==> src/rtl/assoc_array_access_ctrl.sv <==
// Access controller for a set-associative tag array.
// Lookups and fills share one read/compare sequence; fills then write the chosen victim way.
module assoc_array_access_ctrl #(
    parameter int unsigned NUM_SET               = 64,
    parameter int unsigned NUM_WAY               = 16,
    parameter int unsigned TAG_WIDTH             = 63,
    parameter int unsigned SET_PTR_WIDTH_IN_BITS = $clog2(NUM_SET)
) (
    input  logic                               clk_in,
    input  logic                               reset_in,
    input  logic                               lookup_valid_in,
    output logic                               lookup_ready_out,
    input  logic [SET_PTR_WIDTH_IN_BITS-1:0]   lookup_set_in,
    input  logic [TAG_WIDTH-1:0]               lookup_tag_in,
    output logic                               resp_valid_out,
    input  logic                               resp_ready_in,
    output logic                               resp_hit_out,
    output logic [NUM_WAY-1:0]                 resp_way_out,
    input  logic                               fill_valid_in,
    output logic                               fill_ready_out,
    input  logic [SET_PTR_WIDTH_IN_BITS-1:0]   fill_set_in,
    input  logic [TAG_WIDTH-1:0]               fill_tag_in,
    output logic                               fill_done_out,
    output logic [NUM_WAY-1:0]                 fill_way_out,
    output logic                               array_access_en_out,
    output logic                               array_write_en_out,
    output logic [SET_PTR_WIDTH_IN_BITS-1:0]   array_set_addr_out,
    output logic [NUM_WAY-1:0]                 array_way_select_out,
    output logic [TAG_WIDTH:0]                 array_write_entry_out,
    input  logic [(TAG_WIDTH+1)*NUM_WAY-1:0]   array_read_set_in
);

    localparam int unsigned ENTRY_W = TAG_WIDTH + 1;
    localparam int unsigned RR_W    = (NUM_WAY > 1) ? $clog2(NUM_WAY) : 1;

    typedef enum logic [2:0] {
        IDLE = 3'd0,
        RD   = 3'd1,
        CMP  = 3'd2,
        RESP = 3'd3,
        WR   = 3'd4
    } state_t;

    state_t                           state_q,      state_d;
    logic                             op_fill_q,    op_fill_d;
    logic [SET_PTR_WIDTH_IN_BITS-1:0] set_q,        set_d;
    logic [TAG_WIDTH-1:0]             tag_q,        tag_d;
    logic [RR_W-1:0]                  rr_ptr_q,     rr_ptr_d;
    logic                             resp_valid_q, resp_valid_d;
    logic                             resp_hit_q,   resp_hit_d;
    logic [NUM_WAY-1:0]               resp_way_q,   resp_way_d;
    logic                             fill_done_q,  fill_done_d;
    logic [NUM_WAY-1:0]               fill_way_q,   fill_way_d;
    logic                             acc_en_q,     acc_en_d;
    logic                             wr_en_q,      wr_en_d;
    logic [SET_PTR_WIDTH_IN_BITS-1:0] set_addr_q,   set_addr_d;
    logic [NUM_WAY-1:0]               way_sel_q,    way_sel_d;
    logic [ENTRY_W-1:0]               wr_entry_q,   wr_entry_d;

    logic [ENTRY_W-1:0] entry;
    logic [NUM_WAY-1:0] hit_vec;
    logic [NUM_WAY-1:0] inv_vec;
    logic [NUM_WAY-1:0] hit_oh;
    logic [NUM_WAY-1:0] inv_oh;
    logic [NUM_WAY-1:0] rr_oh;
    logic [NUM_WAY-1:0] victim_oh;
    logic               victim_from_rr;

    // Ready only in IDLE; a pending fill blocks lookups.
    assign fill_ready_out   = (state_q == IDLE) && !reset_in;
    assign lookup_ready_out = (state_q == IDLE) && !reset_in && !fill_valid_in;

    assign resp_valid_out        = resp_valid_q;
    assign resp_hit_out          = resp_hit_q;
    assign resp_way_out          = resp_way_q;
    assign fill_done_out         = fill_done_q;
    assign fill_way_out          = fill_way_q;
    assign array_access_en_out   = acc_en_q;
    assign array_write_en_out    = wr_en_q;
    assign array_set_addr_out    = set_addr_q;
    assign array_way_select_out  = way_sel_q;
    assign array_write_entry_out = wr_entry_q;

    // Per-way tag match and victim selection on the set read back from the array.
    always_comb begin
        entry          = '0;
        hit_vec        = '0;
        inv_vec        = '0;
        for (int unsigned g = 0; g < NUM_WAY; g++) begin
            entry      = array_read_set_in[g*ENTRY_W +: ENTRY_W];
            hit_vec[g] = entry[ENTRY_W-1] && (entry[TAG_WIDTH-1:0] == tag_q);
            inv_vec[g] = !entry[ENTRY_W-1];
        end
        hit_oh         = hit_vec & (~hit_vec + NUM_WAY'(1));
        inv_oh         = inv_vec & (~inv_vec + NUM_WAY'(1));
        rr_oh          = NUM_WAY'(1) << rr_ptr_q;
        victim_from_rr = 1'b0;
        if (|hit_vec) begin
            victim_oh = hit_oh;
        end else if (|inv_vec) begin
            victim_oh = inv_oh;
        end else begin
            victim_oh      = rr_oh;
            victim_from_rr = 1'b1;
        end
    end

    // Next-state and registered-output logic.
    always_comb begin
        state_d      = state_q;
        op_fill_d    = op_fill_q;
        set_d        = set_q;
        tag_d        = tag_q;
        rr_ptr_d     = rr_ptr_q;
        resp_valid_d = 1'b0;
        resp_hit_d   = resp_hit_q;
        resp_way_d   = resp_way_q;
        fill_done_d  = 1'b0;
        fill_way_d   = fill_way_q;
        acc_en_d     = 1'b0;
        wr_en_d      = 1'b0;
        set_addr_d   = set_addr_q;
        way_sel_d    = '0;
        wr_entry_d   = wr_entry_q;

        case (state_q)
            IDLE: begin
                if (fill_valid_in) begin
                    op_fill_d  = 1'b1;
                    set_d      = fill_set_in;
                    tag_d      = fill_tag_in;
                    set_addr_d = fill_set_in;
                    acc_en_d   = 1'b1;
                    way_sel_d  = '1;
                    state_d    = RD;
                end else if (lookup_valid_in) begin
                    op_fill_d  = 1'b0;
                    set_d      = lookup_set_in;
                    tag_d      = lookup_tag_in;
                    set_addr_d = lookup_set_in;
                    acc_en_d   = 1'b1;
                    way_sel_d  = '1;
                    state_d    = RD;
                end
            end
            RD: begin
                state_d = CMP;
            end
            CMP: begin
                if (op_fill_q) begin
                    if (victim_from_rr) begin
                        if (rr_ptr_q == RR_W'(NUM_WAY - 1)) begin
                            rr_ptr_d = '0;
                        end else begin
                            rr_ptr_d = rr_ptr_q + RR_W'(1);
                        end
                    end
                    acc_en_d   = 1'b1;
                    wr_en_d    = 1'b1;
                    set_addr_d = set_q;
                    way_sel_d  = victim_oh;
                    wr_entry_d = {1'b1, tag_q};
                    state_d    = WR;
                end else begin
                    resp_hit_d   = |hit_vec;
                    resp_way_d   = hit_oh;
                    resp_valid_d = 1'b1;
                    state_d      = RESP;
                end
            end
            RESP: begin
                if (resp_ready_in) begin
                    state_d = IDLE;
                end else begin
                    resp_valid_d = 1'b1;
                end
            end
            WR: begin
                fill_done_d = 1'b1;
                fill_way_d  = way_sel_q;
                state_d     = IDLE;
            end
            default: begin
                state_d = IDLE;
            end
        endcase
    end

    // State and output registers; reset abandons any request in flight.
    always_ff @(posedge clk_in or posedge reset_in) begin
        if (reset_in) begin
            state_q      <= IDLE;
            op_fill_q    <= 1'b0;
            set_q        <= '0;
            tag_q        <= '0;
            rr_ptr_q     <= '0;
            resp_valid_q <= 1'b0;
            resp_hit_q   <= 1'b0;
            resp_way_q   <= '0;
            fill_done_q  <= 1'b0;
            fill_way_q   <= '0;
            acc_en_q     <= 1'b0;
            wr_en_q      <= 1'b0;
            set_addr_q   <= '0;
            way_sel_q    <= '0;
            wr_entry_q   <= '0;
        end else begin
            state_q      <= state_d;
            op_fill_q    <= op_fill_d;
            set_q        <= set_d;
            tag_q        <= tag_d;
            rr_ptr_q     <= rr_ptr_d;
            resp_valid_q <= resp_valid_d;
            resp_hit_q   <= resp_hit_d;
            resp_way_q   <= resp_way_d;
            fill_done_q  <= fill_done_d;
            fill_way_q   <= fill_way_d;
            acc_en_q     <= acc_en_d;
            wr_en_q      <= wr_en_d;
            set_addr_q   <= set_addr_d;
            way_sel_q    <= way_sel_d;
            wr_entry_q   <= wr_entry_d;
        end
    end

endmodule

==> config.mk <==
export PLATFORM = sky130hd
export DESIGN_NAME = assoc_array_access_ctrl
export DESIGN_NICKNAME = d
export VERILOG_FILES = /design/src/rtl/assoc_array_access_ctrl.sv
export SDC_FILE = /design/constraint.sdc
export NUM_CORES = 1
export LEC_CHECK = 0
export ABC_AREA = 0
export CAP_MARGIN = 20
export CORE_AREA = 2 2 508 510
export CTS_CLUSTER_DIAMETER = 150
export DETAILED_ROUTE_END_ITERATION = 6
export DIE_AREA = 0 0 510 512
export GPL_ROUTABILITY_DRIVEN = 0
export SLEW_MARGIN = 40
export SYNTH_ARGS = -nofsm -noshare
export SYNTH_HDL_FRONTEND = slang
export SYNTH_SLANG_ARGS = --single-unit
==> constraint.sdc <==
create_clock -name clk_in -period 8.7 [get_ports clk_in]
set_input_delay 1.74 -clock clk_in [delete_from_list [all_inputs] [get_ports clk_in]]
set_output_delay 1.74 -clock clk_in [all_outputs]
set_load 0.01 [all_outputs]
==> Word-level counts from Yosys, hierarchy flattened <==
Index checks and enable logic that the tools add are counted.
{ "totals": {"ff_bits": 200, "latchBits": 0, "ramBits": 0, "romBits": 0, "inputBits": 1167, "word_cells": 126, "n_memories": 0} }
{ "classes": {"addsub": 3, "mul": 0, "n_div": 0, "order_cmp": 0, "n_eq_ne": 24, "shifts": 1, "mux": 31, "bitwise_logic": 5, "n_reduce_logical": 47} }
{ "op_table": {"columns": ["operator", "count"], "rows": [
  ["$eq 63x63->1", 16],
  ["$mux 63", 2],
  ["$mux 16", 5],
  ["$add 16x1->16 const B", 2],
  ["$and 16x16->16", 2],
  ["$not 16->16", 2],
  ["$pmux 16 s2", 1],
  ["$reduce_or 16->1", 2],
  ["$logic_and 1x1->1", 18],
  ["$logic_not 1->1", 18],
  ["$mux 6", 3],
  ["$shl 1x4->16 const A", 1],
  ["$mux 3", 4],
  ["$pmux 3 s4", 1],
  ["$pmux 6 s2", 1],
  ["$mux 1", 11],
  ["$reduce_and 2->1", 4],
  ["$eq 3x2->1 const B", 2],
  ["$reduce_and 3->1", 2],
  ["$add 4x1->4 const B", 1],
  ["$eq 4x4->1 const B", 1],
  ["$mux 4", 1],
  ["$ne 2x2->1 const B", 2],
  ["$pmux 1 s2", 2],
  ["6 further kinds", 7]
]} }

==> Logic depth before layout (Yosys ltp) <==
Gate-level depths: netlist (run 1).
{ "logic_depth": {"word_depth": 8, "mapped_depth": 12, "depth_no_buf": 9} }

==> Worst setup path before layout (run 1) <==
No wires, ideal clock.
{ "synth_path": {"path_kind": "in2out", "startpoint": "input port fill_valid_in", "endpoint": "output port lookup_ready_out", "t_arrival_ps": 2610, "setup_slack_ps": 4350, "cell_stages": 3, "n_path_buf": 2, "cell_sequence": "clkbuf_1 buf_1 nor2b_1"} }
{ "synth_between": {"elab_chain_cells": 2} }
{ "synth_rtl": {"columns": ["item", "line_no", "rtl"], "rows": [
  ["start: declaration", "19", "input logic fill_valid_in,"],
  ["$logic_not 1->1", "71", "assign lookup_ready_out = (state_q == IDLE) && !reset_in && !fill_valid_in;"],
  ["$logic_and 1x1->1", "71", null],
  ["end: declaration", "12", "output logic lookup_ready_out,"]
]} }
Every way passes these cells.

==> Worst setup path in the final report (run 1) <==
{ "layout_path": {"startpoint": "input port array_read_set_in[300]", "endpoint": "register way_sel_q[2] (netlist: array_way_select_out[2])"} }
{ "layout_between": {"elab_chain_cells": 6} }
{ "layout_rtl": {"columns": ["item", "line_no", "rtl"], "rows": [
  ["start: declaration", "30", "input logic [(TAG_WIDTH+1)*NUM_WAY-1:0] array_read_set_in"],
  ["$eq 63x63->1", "91", "hit_vec[g] = entry[ENTRY_W-1] && (entry[TAG_WIDTH-1:0] == tag_q);"],
  ["$logic_and 1x1->1", "91", null],
  ["$reduce_or 16->1", "98", "if (|hit_vec) begin"],
  ["$mux 16", "98", null],
  ["$mux 16", "150", "if (op_fill_q) begin"],
  ["$pmux 16 s2", "126", "case (state_q)"],
  ["net way_sel_d[2]", "57", "logic [NUM_WAY-1:0] way_sel_q, way_sel_d;"],
  ["end signal: assignment", "221", "way_sel_q <= way_sel_d;"],
  ["end: declaration", "57", null]
]} }
The timed path passes the listed nets, and every way through them passes these cells.
A chain may end at the register's enable or synchronous reset.

==> results of run 1 <==
[worst paths after layout]
kind | end | slack [ns] | cells past startpoint
worst max-delay path | array_way_select_out[2] | 3.32 | 11
worst min-delay path | array_write_entry_out[50] | 0.48 | 2
worst max register to register | array_way_select_out[2] | 3.60 | 11
worst min register to register | array_write_entry_out[50] | 0.48 | 2
max in group asynchronous | array_write_entry_out[27] | 5.75 | 3
min in group asynchronous | array_write_entry_out[42] | 1.73 | 2
[per-layer routing]
layer | wire [um] | part of all wire, %
met4 | 19700 | 6.3
met3 | 33200 | 11
met5 | 852 | 0.27
met2 | 144000 | 46
met1 | 116000 | 37
[sequential cells by signal, indices dropped and copies added (netlist names)]
signal and count:
state_q 3, fill_done_out 1, array_way_select_out 16, op_fill_q 1, resp_way_out 16, array_write_en_out 1, resp_valid_out 1, resp_hit_out 1
rr_ptr_q 4, array_access_en_out 1, array_set_addr_out 6, fill_way_out 16, set_q 6, array_write_entry_out 64, tag_q 63
[power groups by stage]
stage          registers, W  logic (W)  clock network [W]
2_1_floorplan       0.00160    0.00356                  0
3_3_place_gp        0.00323    0.00814                  0
3_5_place_dp        0.00314    0.00840                  0
4_1_cts             0.00312    0.00843            0.00104
5_1_grt             0.00314    0.00871            0.00106
6_report            0.00312    0.00834           0.000993
[layout make-up]
type / instances / area, um^2
Antenna cell: 71 / 178
Clock buffer: 17 / 425
Sequential cell: 200 / 5180
Timing Repair Buffer: 1423 / 14000
Multi-Input combinational cell: 2008 / 14800
Inverter: 105 / 414
Fill cell: 28700 / 216000
Clock inverter: 15 / 223
Tap cell: 3384 / 4230
[through the flow]
step                worst slack, ns  hold slack (ns)
floorplan                      1.51            0.445
global placement               1.29            0.459
detailed placement             2.49            0.463
CTS                            3.10            0.486
global route                   3.13            0.504
finish                         3.32            0.483
[worst max-delay path, delay by kind of cell]
family	cells	cell delay, ns
and+or+nand+nor	6	2.48
xor gates and xnor gates	1	0.20
buffers and inverters	2	0.73
AOI/OAI and AO/OA	2	0.56
[cells in the mapped netlist (all sizes together) (25+ instances only)]
master   instances
xnor2          468
xor2           271
nand2          223
dfrtp          200
o21ai          155
nand4          148
buf            123
nor4           123
nand2b         114
inv             98
mux2i           69
clkbuf          54
o22ai           52
o2111ai         41
nor2            38
o2bb2ai         33
nor2b           25
[kinds of logic (layout without fill, tap and decap cells)]
logic type / after synthesis / count (layout) / share of synthesized area (%)
XOR/XNOR: 739 / 739 / 31.1
buffers and inverters: 282 / 1560 / 6.04
AND/OR/NAND/NOR: 744 / 744 / 19.6
adder cells (fa/ha/maj): 6 / 6 / 0.361
flip-flops: 200 / 200 / 24.1
multiplexers: 88 / 88 / 4.37
other: 0 / 71 / 0
AO/OA/AOI/OAI: 431 / 431 / 14.4
==> flow_summary.ini, run 1 <==
[pwr]
powerDensity_nw_per_um2 = 315
p_clk_share_pct = 8.0
peakVddDrop_mv = 0.207
p_int_w = 0.00454
p_switching_w = 0.00791
pwr-share-seq_pct = 25.0
finalPower_w = 0.0125
combPwrFrac_pct = 67.0
swShare_pct = 63.6
cellLeakagePower_nw = 13.6

[synthesis]
synth_cell_type_count = 74
ys_warn_count = 0
yosys_most_used_dff = dfrtp_1
post_synth.cell_area_avg_um2 = 8.35
yosys_register_bits = 200
synthTopCellsByArea = dfrtp_1, xnor2_1, xor2_1, nand4_1, nand2_1
syn-instance-count = 2490
yosysSeqAreaShare_pct = 24.1
synthesis.nets = 3663
yosysTopAreaCellShare_pct = 24.1
syn_area_um2 = 20800
yosysTopAreaCell = dfrtp_1
synth_edf_count = 0
async_reset_ff_share_pct = 100

[global_route]
grt_first_pass_wirelength_mm = 371
grt_pass1_vias = 28400
grt_max_degree = 107
antenna_found_initial = 216
use_met2_pct = 38.1
grtUsageMet3_pct = 9.42
grt_busiest_layer = met2
grt_overflow = 0
met1_usage_pct = 25.4
groute.usage.overall_pct = 23.1

[routing]
wl_per_cell_um = 43.4
ant_nets = 0
wl_mm = 313
viasPerCell = 3.95
vias = 28500
drt_pre_antenna_iters = 6
route.detailed.drc = 0
drt-initial-drc-count = 2845

[critical_path]
endpoint_kind = register
cp.arrival_ns = 5.75
critPathMostFrequentCell = nand4_1
cp.required_ns = 9.06
worstReg2RegStart = tag_q[5]
cp_cell_sequence = clkdlybuf4s50_1, xnor2_1, nand4_1, buf_8, nor4_4, nand4_1, o22ai_1, and4bb_4, nand4_2, or2b_2, o221ai_1
crit_type = in -> reg
crit_start = array_read_set_in[300]
crit_fanout = 13
cpMaxStageDelayCell = nor4_4
start_kind = input port
cpPeakStageDelay_ns = 0.65

[die]
start_util_pct = 8.13
fp.dieW_um = 510
core.rowCount = 186
die-area_um2 = 261000
core_um2 = 256000
die_h_um = 512
ioPinCount = 1292

[placement]
place_area_um2 = 38600
port_buffers = 1291
place_inst = 7119
hpwlAfterDp_mm = 259

[clock_tree]
hold_buffers = 0
cts_setup_buffers = 0
clockBufferDepth = 2
cts.reportedPaths.clkPinSlew_ns = 0.09
cts_tree = yes
cts_sinks = 200
cts_resized = 0
clock-root-buffer = clkbuf_16
cts_made_buffers = 17
htreeDepth = 4
clock_latency_ns = 0.57

[sta]
timing.slew.headroom_pct = 34.6
drv_slew = 0
max_freq_ghz = 0.186
setup_tns_ns = 0
finalSetupViolCount = 0
finalHoldViolCount = 0
fin_crit_sh_pct = 61.9
worstMarginPinSlew_ns = 0.956
post-route-min-period_ns = 5.38
rsz0062_at_grt = false
fin_skew_ns = 0.0397

[hold_path]
holdCritPathClass = reg -> reg
worstHoldStart = array_write_entry_out[50]

[cells_and_area]
layout_commonest_cell = clkdlybuf4s50_1
fin_cells = 7223
nNetsFinal = 4928
final_cell_mix = clkdlybuf4s50_1, xnor2_1, xor2_1, nand2_1, o21ai_0
drive_gt1_share_pct = 8.31
final_area_um2 = 39500
area_delta_synth_final_pct = 89.9
fin_util_pct = 15.4

[run]
max_cap_viol_count = 0

[status]
status = complete, no violations
No activity file was read; power rests on OpenSTA's default activity.
==> run 2, diff against run 1 <==
==> constraint.sdc (replaced) <==
create_clock -name clk_in -period 5.1 [get_ports clk_in]
set_input_delay 1.02 -clock clk_in [delete_from_list [all_inputs] [get_ports clk_in]]
set_output_delay 1.02 -clock clk_in [all_outputs]
set_load 0.01 [all_outputs]
==> run 2 against run 1 <==
Non-clock buffer count increased by 79. Critical path depth unchanged. Via count increased by 1.7%. Count of clock-buffer cells in the layout unchanged. Largest cell class is now non-clock buffers. Sequential cell count unchanged. The flow now finishes with violations (design-rule violations). Die area unchanged. Clock power increased by 64%. Sequential power increased by 88%.
==> flow_summary.ini, run 2 (synthesis gave the netlist of run 1 again) <==
[clock_tree]
hold_buffers = 0
cts_made_buffers = 17
cts_setup_buffers = 0
htreeDepth = 4
cts.reportedPaths.clkPinSlew_ns = 0.09
cts_tree = yes
clockBufferDepth = 2
cts_sinks = 200
clock_latency_ns = 0.61
cts_resized = 0
clock-root-buffer = clkbuf_16

[routing]
route.detailed.drc = 20
wl_mm = 323
ant_nets = 0
drt_pre_antenna_iters = 7
vias = 29000
wl_per_cell_um = 44.1
viasPerCell = 3.96
drt-initial-drc-count = 2856

[sta]
holdWs_ns = 0.487
fin_crit_sh_pct = 90.7
setup_slack_ns = 0.473
finalSetupViolCount = 0
rsz0062_at_grt = false
worstMarginPinSlew_ns = 0.927
max_freq_ghz = 0.216
finalHoldViolCount = 0
fin_skew_ns = 0.0591
timing.slew.headroom_pct = 38.2
drv_slew = 0
post-route-min-period_ns = 4.63

[placement]
place_area_um2 = 39200
place_inst = 7198
hpwlAfterDp_mm = 268
dp_slack_ns = -0.00948
port_buffers = 1291

[critical_path]
worstReg2RegStart = tag_q[43]
cp.arrival_ns = 5.01
endpoint_kind = register
ff2ff_path_depth = 11
crit_type = reg -> reg
r2r_setup_slack_ns = 0.47
cp.required_ns = 5.48
start_kind = register
crit_fanout = 11
rr_endpoint = array_way_select_out[5]

[die]
die_h_um = 512
start_util_pct = 8.13
ioPinCount = 1292
fp.dieW_um = 510
core.rowCount = 186
die-area_um2 = 261000
core_um2 = 256000

[cells_and_area]
final_area_um2 = 40100
area_delta_synth_final_pct = 93.1
final_cell_mix = clkdlybuf4s50_1, xnor2_1, xor2_1, nand2_1, buf_4
drive_gt1_share_pct = 10.1
largest_reg_flops = 64
layout_commonest_cell = clkdlybuf4s50_1
nNetsFinal = 5007
fin_cells = 7318

[hold_path]
min_delay_path_depth = 2
holdPathEnd = array_write_entry_out[15]
holdCritPathClass = reg -> reg
worstHoldStart = array_write_entry_out[15]

[pwr]
finalPower_w = 0.0219
cellLeakagePower_nw = 14.0
peakVddDrop_mv = 0.328
powerDensity_nw_per_um2 = 545

[global_route]
grt_max_degree = 151
use_met2_pct = 40.4
grt_pass1_vias = 29300
grt_busiest_layer = met2
antenna_found_initial = 222
grt_first_pass_wirelength_mm = 384
grtUsageMet3_pct = 9.00
groute.usage.overall_pct = 23.9
met1_usage_pct = 26.0
grt_overflow = 0

[run]
max_cap_viol_count = 0

[status]
violations = design-rule violations
status = complete, but fails checks
==> run 2: changes by cell type in the layout (fill, tap and decap cells not counted), moves of 3 or more <==
cell      delta
buf_4       +73
diode_2     +16
nor4_1      +14
buf_12      +12
nor4_2      -10
dfrtp_2      -6
dfrtp_4      +6
buf_6        -5
xor2_1       -5
xor2_2       +5
buf_8        -4
nor4_4       -4
clkinv_4     +3
==> run 2: stage by stage <==
step / utilization (%) / TNS (ns)
floorplan: - / 0
global placement: 15.3 / -3.99
detailed placement: 15.3 / -0.0150
CTS: 15.6 / 0
global route: 15.6 / 0
finish: 15.7 / 0
==> run 2: routing by layer <==
metal | wire, um | vias up
met5 | 873 | -
met4 | 20400 | 128
met3 | 31600 | 884
li1 | - | 11600
met1 | 119000 | 13900
met2 | 151000 | 2506
==> run 2: report_power, final <==
part	internal, W	switching [W]	total (W)	leakage (nW)
sequential	0.00233	0.00353	0.00585	2.46
combinational	0.00502	0.00935	0.0144	11.2
clock	0.000674	0.000954	0.00163	0.299
total	0.00803	0.0138	0.0219	14.0
==> run 2: worst max-delay path, stage by stage (launching register included) <==
cell	delay, ns
dfrtp_4	0.86
inv_1	0.59
buf_4	0.39
a22o_1	0.23
or4_1	0.49
nor4_1	0.27
buf_4	0.17
nand4_1	0.47
nand4_1	0.37
nor2_1	0.06
nand2_1	0.27
o221ai_1	0.20
==> run 2: worst max path at each step <==
stage,from,endpoint,slack [ns],cells past startpoint
global route,tag_q[43],array_way_select_out[5],0.38,11
floorplan,reset_in,array_access_en_out,1.49,1
detailed placement,array_read_set_in[746],array_way_select_out[5],-0.009,12
finish,tag_q[43],array_way_select_out[5],0.47,11
global placement,array_read_set_in[656],rr_ptr_q[2],-0.31,10
CTS,tag_q[43],array_way_select_out[5],0.39,11
==> run 2: layout make-up <==
cell class,count,area (um^2)
Clock inverter,15,191
Inverter,105,410
Fill cell,28700,216000
Tap cell,3384,4230
Clock buffer,17,425
Timing Repair Buffer,1502,14700
Multi-Input combinational cell,2008,14700
Sequential cell,200,5200
Antenna cell,87,218
